--- config.mk ---
export PLATFORM = sky130hd
export DESIGN_NAME = dma_burst_ctrl
export DESIGN_NICKNAME = d
export VERILOG_FILES = /design/src/rtl/dma_burst_ctrl.sv
export SDC_FILE = /design/constraint.sdc
export NUM_CORES = 1
export LEC_CHECK = 0
export CORE_AREA = 2 2 92 94
export CTS_CLUSTER_DIAMETER = 120
export DETAILED_ROUTE_END_ITERATION = 7
export DIE_AREA = 0 0 94 96
export PLACE_DENSITY = 0.92
export SYNTH_ARGS = -nofsm -noshare
export SYNTH_HDL_FRONTEND = slang
export SYNTH_SLANG_ARGS = --single-unit
--- constraint.sdc ---
create_clock -name clk -period 5.5 [get_ports clk]
set_input_delay 0.55 -clock clk [delete_from_list [all_inputs] [get_ports clk]]
set_output_delay 0.55 -clock clk [all_outputs]
set_load 0.02 [all_outputs]
--- src/rtl/dma_burst_ctrl.sv ---
// Burst DMA responder: copies cmd_length device words to memory, BURST_LEN words per BR/BG tenure.
// One cycle from command to BR and from grant to write; stalls on BG=0 or missing mem_ack; commands accepted only while cmd_ready.
module dma_burst_ctrl #(
  parameter int WORD_SIZE = 16,
  parameter int BURST_LEN = 4,
  parameter int LEN_W     = 12
) (
  input  logic                 clk,
  input  logic                 reset_n,
  input  logic                 cmd_valid,
  input  logic [WORD_SIZE-1:0] cmd_addr,
  input  logic [LEN_W-1:0]     cmd_length,
  output logic                 cmd_ready,
  output logic                 BR,
  input  logic                 BG,
  output logic [LEN_W-1:0]     dev_idx,
  input  logic [WORD_SIZE-1:0] dev_data,
  output logic                 mem_write,
  output logic [WORD_SIZE-1:0] mem_addr,
  output logic [WORD_SIZE-1:0] mem_data,
  input  logic                 mem_ack,
  output logic                 busy,
  output logic                 dma_end
);

  localparam int BCNT_W = $clog2(BURST_LEN + 1);

  typedef enum logic [2:0] {
    S_IDLE,
    S_REQ,
    S_WRITE,
    S_GAP,
    S_RELEASE,
    S_DONE
  } state_t;

  state_t               state_q, state_d;
  logic [WORD_SIZE-1:0] base_q, base_d;
  logic [LEN_W-1:0]     remaining_q, remaining_d;
  logic [LEN_W-1:0]     cnt_q, cnt_d;
  logic [BCNT_W-1:0]    burst_q, burst_d;
  logic                 br_q, br_d;
  logic                 mem_write_q, mem_write_d;
  logic [WORD_SIZE-1:0] mem_addr_q, mem_addr_d;
  logic [WORD_SIZE-1:0] mem_data_q, mem_data_d;
  logic [LEN_W-1:0]     dev_idx_q, dev_idx_d;
  logic                 busy_q, busy_d;
  logic                 dma_end_q, dma_end_d;
  logic                 cmd_ready_q, cmd_ready_d;

  always_comb begin
    state_d     = state_q;
    base_d      = base_q;
    remaining_d = remaining_q;
    cnt_d       = cnt_q;
    burst_d     = burst_q;
    br_d        = br_q;
    mem_write_d = mem_write_q;
    mem_addr_d  = mem_addr_q;
    mem_data_d  = mem_data_q;
    busy_d      = busy_q;
    dma_end_d   = 1'b0;

    case (state_q)
      S_IDLE: begin
        if (cmd_valid) begin
          base_d      = cmd_addr;
          remaining_d = cmd_length;
          cnt_d       = '0;
          burst_d     = '0;
          busy_d      = 1'b1;
          if (cmd_length == '0) begin
            state_d   = S_DONE;
            dma_end_d = 1'b1;
            br_d      = 1'b0;
          end else begin
            state_d = S_REQ;
            br_d    = 1'b1;
          end
        end
      end

      // dev_idx already equals cnt here, so dev_data is the word to write.
      S_REQ, S_GAP: begin
        if (BG) begin
          state_d     = S_WRITE;
          mem_write_d = 1'b1;
          mem_addr_d  = base_q + WORD_SIZE'(cnt_q);
          mem_data_d  = dev_data;
        end
      end

      S_WRITE: begin
        if (mem_ack) begin
          mem_write_d = 1'b0;
          cnt_d       = cnt_q + LEN_W'(1);
          remaining_d = remaining_q - LEN_W'(1);
          burst_d     = burst_q + BCNT_W'(1);
          if (remaining_q == LEN_W'(1)) begin
            state_d   = S_DONE;
            br_d      = 1'b0;
            dma_end_d = 1'b1;
          end else if (burst_q == BCNT_W'(BURST_LEN - 1)) begin
            state_d = S_RELEASE;
            br_d    = 1'b0;
          end else begin
            state_d = S_GAP;
          end
        end
      end

      S_RELEASE: begin
        burst_d = '0;
        state_d = S_REQ;
        br_d    = 1'b1;
      end

      S_DONE: begin
        state_d = S_IDLE;
        busy_d  = 1'b0;
      end

      default: begin
        state_d     = S_IDLE;
        br_d        = 1'b0;
        mem_write_d = 1'b0;
        busy_d      = 1'b0;
      end
    endcase

    cmd_ready_d = (state_d == S_IDLE);
    dev_idx_d   = cnt_d;
  end

  always_ff @(posedge clk) begin
    if (!reset_n) begin
      state_q     <= S_IDLE;
      base_q      <= '0;
      remaining_q <= '0;
      cnt_q       <= '0;
      burst_q     <= '0;
      br_q        <= 1'b0;
      mem_write_q <= 1'b0;
      mem_addr_q  <= '0;
      mem_data_q  <= '0;
      dev_idx_q   <= '0;
      busy_q      <= 1'b0;
      dma_end_q   <= 1'b0;
      cmd_ready_q <= 1'b1;
    end else begin
      state_q     <= state_d;
      base_q      <= base_d;
      remaining_q <= remaining_d;
      cnt_q       <= cnt_d;
      burst_q     <= burst_d;
      br_q        <= br_d;
      mem_write_q <= mem_write_d;
      mem_addr_q  <= mem_addr_d;
      mem_data_q  <= mem_data_d;
      dev_idx_q   <= dev_idx_d;
      busy_q      <= busy_d;
      dma_end_q   <= dma_end_d;
      cmd_ready_q <= cmd_ready_d;
    end
  end

  assign cmd_ready = cmd_ready_q;
  assign BR        = br_q;
  assign dev_idx   = dev_idx_q;
  assign mem_write = mem_write_q;
  assign mem_addr  = mem_addr_q;
  assign mem_data  = mem_data_q;
  assign busy      = busy_q;
  assign dma_end   = dma_end_q;

endmodule
-- After elaboration in Yosys (flattened, before gate mapping)
Cells that the tools add are included.
- add/subtract/negate cells: 4
- eq/ne operators: 11
- multiplexer cells: 32
- bitwise gates (word level): 3
- reductions and logical operators: 16
- operators with widths (kind ; number):
    12-bit 2-to-1 mux ; 4
    12-bit one-hot mux with 2 select lines ; 2
    3-bit 2-to-1 mux ; 8
    16-bit by 12-bit adder with 16-bit output ; 1
    12-bit by 1-bit adder with 12-bit output, second input constant ; 1
    12-bit by 1-bit == test with 1-bit output, second input constant ; 1
    12-bit zero test ; 1
    1-bit 2-to-1 mux ; 12
    3-bit one-hot mux with 4 select lines ; 1
    12-bit by 1-bit subtractor with 12-bit output, second input constant ; 1
    3-bit by 2-bit == test with 1-bit output, second input constant ; 3
    3-bit one-hot mux with 3 select lines ; 1
    3-bit AND reduction ; 3
    3-bit == test, second input constant ; 2
    3-bit zero test ; 2
    2-bit inequality test, second input constant ; 3
    2-bit AND reduction ; 3
    3-bit OR reduction ; 2
    1-bit one-hot mux with 2 select lines ; 2
    1-bit one-hot mux with 4 select lines ; 1
    4-bit AND reduction ; 1
    4-bit OR reduction ; 1
    3-bit by 1-bit adder with 3-bit output, second input constant ; 1
    3-bit by 1-bit == test with 1-bit output, second input constant ; 1
    other kinds (6) ; 8
- register bits: 83
- output and inout bits: 49
- logic and storage cells: 78

-- Logic depth before layout (Yosys ltp)
- depth in word-level cells: 6
- mapped depth: 8
- depth with buffers taken out: 7

-- Worst setup path after synthesis
Ideal clock, no wire load.
- path kind: reg-to-reg
- from: reg, netlist name dev_idx[0]
- to: reg mem_addr_q[14] (netlist: mem_addr[14])
- data arrival time: 2.240 ns
- data required time: 5.368 ns
- path slack: 3.127 ns
- stages on the path, launching flop included: 8
- path buffers: 0
- path through: dfxtp_1 -> ha_1 -> fa_1 -> a211oi_2 -> o21ai_0 -> a2111oi_2 -> mux2i_1 -> o21ai_0
- RTL lines (what ; line ; RTL):
    end signal: assignment ; 158 ; mem_addr_q <= mem_addr_d;
    end: declaration ; 44 ; logic [WORD_SIZE-1:0] mem_addr_q, mem_addr_d;

-- Worst setup path after layout
- from: in reset_n
- to: reg remaining_q[11]
- RTL lines (what ; line ; RTL):
    start: declaration ; 9 ; input logic reset_n,
    end signal: assignment ; 153 ; remaining_q <= remaining_d;
    end: declaration ; 39 ; logic [LEN_W-1:0] remaining_q, remaining_d;
No word-level cell between the ends.

==> impl_metrics.csv <==
group,metric,value,unit
route,drt_iter0_drc,374,
timing,setup_viol,0,
floorplanning,fp.coreArea,8050,um^2
layout,n_antenna_cell,0,
synth,synthCells,531,
power,irDropWorstVdd,158,uV
route,met3_length,979,um
worst_setup_path,startpoint,"reset_n",
route,via_per_inst,6.00,
clock_network,cts_buffers,9,
timing,layout_min_cycle_time,3.09,ns
power,switching_share,28.7,%
power,power_frac_comb,17.7,%
hold_path,worst_hold_path_type,"reg -> reg",
worst_setup_path,critical-path-top-delay-family,"buffers and inverters",
worst_setup_path,rr_endpoint,"mem_addr[14]",
route,totalWireLength,11.8,mm
layout,syn2layout_area_growth,29.3,%
synth,synthFlopType,"dfxtp_1",
grt,grt_start_max_net_pins,42,
worst_setup_path,cp_slowest_stage_delay,1.14,ns
route,dr.max_layer_used,"met4",
worst_setup_path,reg2regPathDepth,7,
timing,max_slew.worst_pin.slew,1.09,ns
synth,synth_most_common_cell,"nand2_1",
synth,synth_area,4220,um^2
route,vias,4354,
power,p_sw,392,uW
clock_network,cts.htree.levels,3,
synth,synth-seq-cells,83,
timing,rsz0062_at_grt,"false",
clock_network,clockBufferDepth,2,
timing,finalCritPeriodShare,56.2,%
placement,portBuffers,97,
clock_network,post_cts.repair.setup_buffers,0,
placement,gp_congestion,0.944,
layout,drive_above_1_share,5.48,%
floorplanning,fp.dieW,94,um
power,leakagePower,0.00201,uW
synth,syn_avg_cell_area,7.94,um^2
worst_setup_path,critPathSlowestCell,"clkdlybuf4s50_1",
clock_network,cts_tree,"done",
grt,gr-total-overflow,0,
timing,whs,0.455,ns
worst_setup_path,crit_buf_inv,3,
synth,yosysTopAreaCellShare,39.4,%
grt,antenna_found_initial,0,
synth,async_flop_share,0,%
worst_setup_path,endpoint,"remaining_q[11]",
route,drcViolationCount,0,
timing,setup_tns,0,ns
job,maxCapViolCount,0,
synth,synth_edf_count,0,
worst_setup_path,critPathMaxFanout,41,
timing,final-hold-violation-count,0,
grt,grt_pass1_wl,18.7,mm
clock_network,cts_sinks,83,
timing,slew_headroom,26.8,%
grt,track_usage,26.1,%
power,pwr-share-clk,33.9,%
hold_path,hold_start,"mem_data[0]",
floorplanning,io_pins,98,
worst_setup_path,critPathCaptureType,"flop",
power,seq_power_share,48.4,%
placement,dpl.hpwl,8.30,mm
clock_network,clkLatencyLatePin,0.36,ns
timing,worst_clock_skew,0.00980,ns
floorplanning,rows,33,
layout,final_nets,683,
synth,synthTopCellsByArea,"dfxtp_1, a21oi_1, nand2_1",
timing,max_freq,324,MHz
synth,ys_seq_area_share,39.4,%
synth,synth_common_cells,"nand2_1, dfxtp_1, a21oi_1",
worst_setup_path,cp-start-kind,"input pin",
power,p_per_area,251,nW/um^2
synth,synth.net_count,598,
clock_network,ctsHoldBuffers,0,
route,wl_per_cell,16.2,um
clock_network,clk_pin_slew,0.09,ns
worst_setup_path,path_class,"in -> reg",
route,drt_pass1_iterations,5,
floorplanning,dieArea,9020,um^2
synth,synth_cell_type_count,63,
synth,ys_warn_count,0,
worst_setup_path,required,5.77,ns
clock_network,root_buffer,"clkbuf_8",
route,met2_length,5.92,mm
clock_network,post_cts_resized,0,
floorplanning,start_util,52.4,%
layout,fin_util,67.7,%
floorplanning,dieHeight,96,um
worst_setup_path,crit_chain,"clkdlybuf4s50_1, clkinv_1, buf_4, o32ai_2",
power,p_int,975,uW
worst_setup_path,regToRegSetupSlack,2.76,ns
route,wl_met1,4.67,mm
synth,synth_top_cell_by_area,"dfxtp_1",
timing,maxSlewViolCount,0,
worst_setup_path,critical_path_depth,4,
route,postRouteAntennaNets,0,
grt,grt_pass1_vias,3955,
worst_setup_path,cp.arrival,3.36,ns
run_status,status,"finished, final reports clean",
worst_setup_path,rr_startpoint,"dev_idx[0]",
[tightest hold or removal path, delay by kind of cell, from the launching register on]
family	cells	cell delay, ns
flops	1	0.32
simple gates	1	0.05
compound gates	1	0.05
[cells in the final DEF (no fill, tap or decap), types with 10 or more instances in the layout]
cell,instances
clkbuf_8,11
clkdlybuf4s50_1,97
o21ai_0,30
nor2_1,37
inv_1,11
a211oi_1,10
ha_1,17
and3_1,12
a21oi_1,78
nand3_1,14
dfxtp_1,83
nand2_1,98
[how the worst min path moves through the flow]
stage	end	slack, ns	depth (start not counted)
after floorplan	base_q[0]	0.44	2
after global placement	mem_addr[4]	0.44	2
after detailed placement	mem_data[7]	0.45	2
after CTS	mem_data[0]	0.46	2
after global routing	mem_data[5]	0.48	2
final	mem_data[0]	0.46	2
[registers in the layout, summed over array words and instances (netlist names)]
| signal | count |
|---|---|
| dev_idx | 12 |
| mem_data | 16 |
| dma_end | 1 |
| remaining_q | 12 |
| cmd_ready | 1 |
| mem_addr | 16 |
| BR | 1 |
| state_q | 3 |
| burst_q | 3 |
| busy | 1 |
| mem_write | 1 |
| base_q | 16 |
[through the flow]
step / cell area [um^2] / instances / setup slack [ns] / total power (uW)
detailed placement: 5240 / 710 / 2.22 / 912
global route: 5450 / 726 / 2.30 / 1420
floorplan: 4220 / 531 / 3.13 / 815
CTS: 5450 / 726 / 2.53 / 1370
global placement: 5240 / 710 / 2.31 / 903
finish: 5450 / 726 / 2.41 / 1370
[cells by family (layout without fill, tap and decap cells)]
kind of cell / Yosys count / in the layout / share of synthesized area (%)
adder cells (fa/ha/maj): 18 / 18 / 5.52
multiplexers: 5 / 5 / 1.25
buffers and inverters: 39 / 129 / 3.68
flip-flops: 83 / 83 / 39.4
AO/OA/AOI/OAI: 162 / 162 / 23.4
AND/OR/NAND/NOR: 216 / 216 / 25.1
XOR/XNOR: 8 / 8 / 1.66
[layout make-up]
class                           count  area (um^2)
Timing Repair Buffer              101         1000
Tap cell                          105          131
Sequential cell                    83         1660
Fill cell                         636         2600
Multi-Input combinational cell    409         2400
Clock inverter                      5         60.1
Inverter                           12         45.0
Clock buffer                       11          151
[per-layer routing]
metal,vias to the layer above,global-route usage (%)
li1,2081,-
met1,2001,32.0
met3,26,3.52
met2,246,46.4
met5,-,0
met4,0,10.1
[power groups by stage]
stage	Clock (uW)	Sequential, uW	Combinational [uW]
floorplan	0	681	134
global placement	0	673	230
detailed placement	0	675	237
CTS	467	661	240
global route	489	666	263
finish	464	662	242
(Power assumes the default switching activity.)
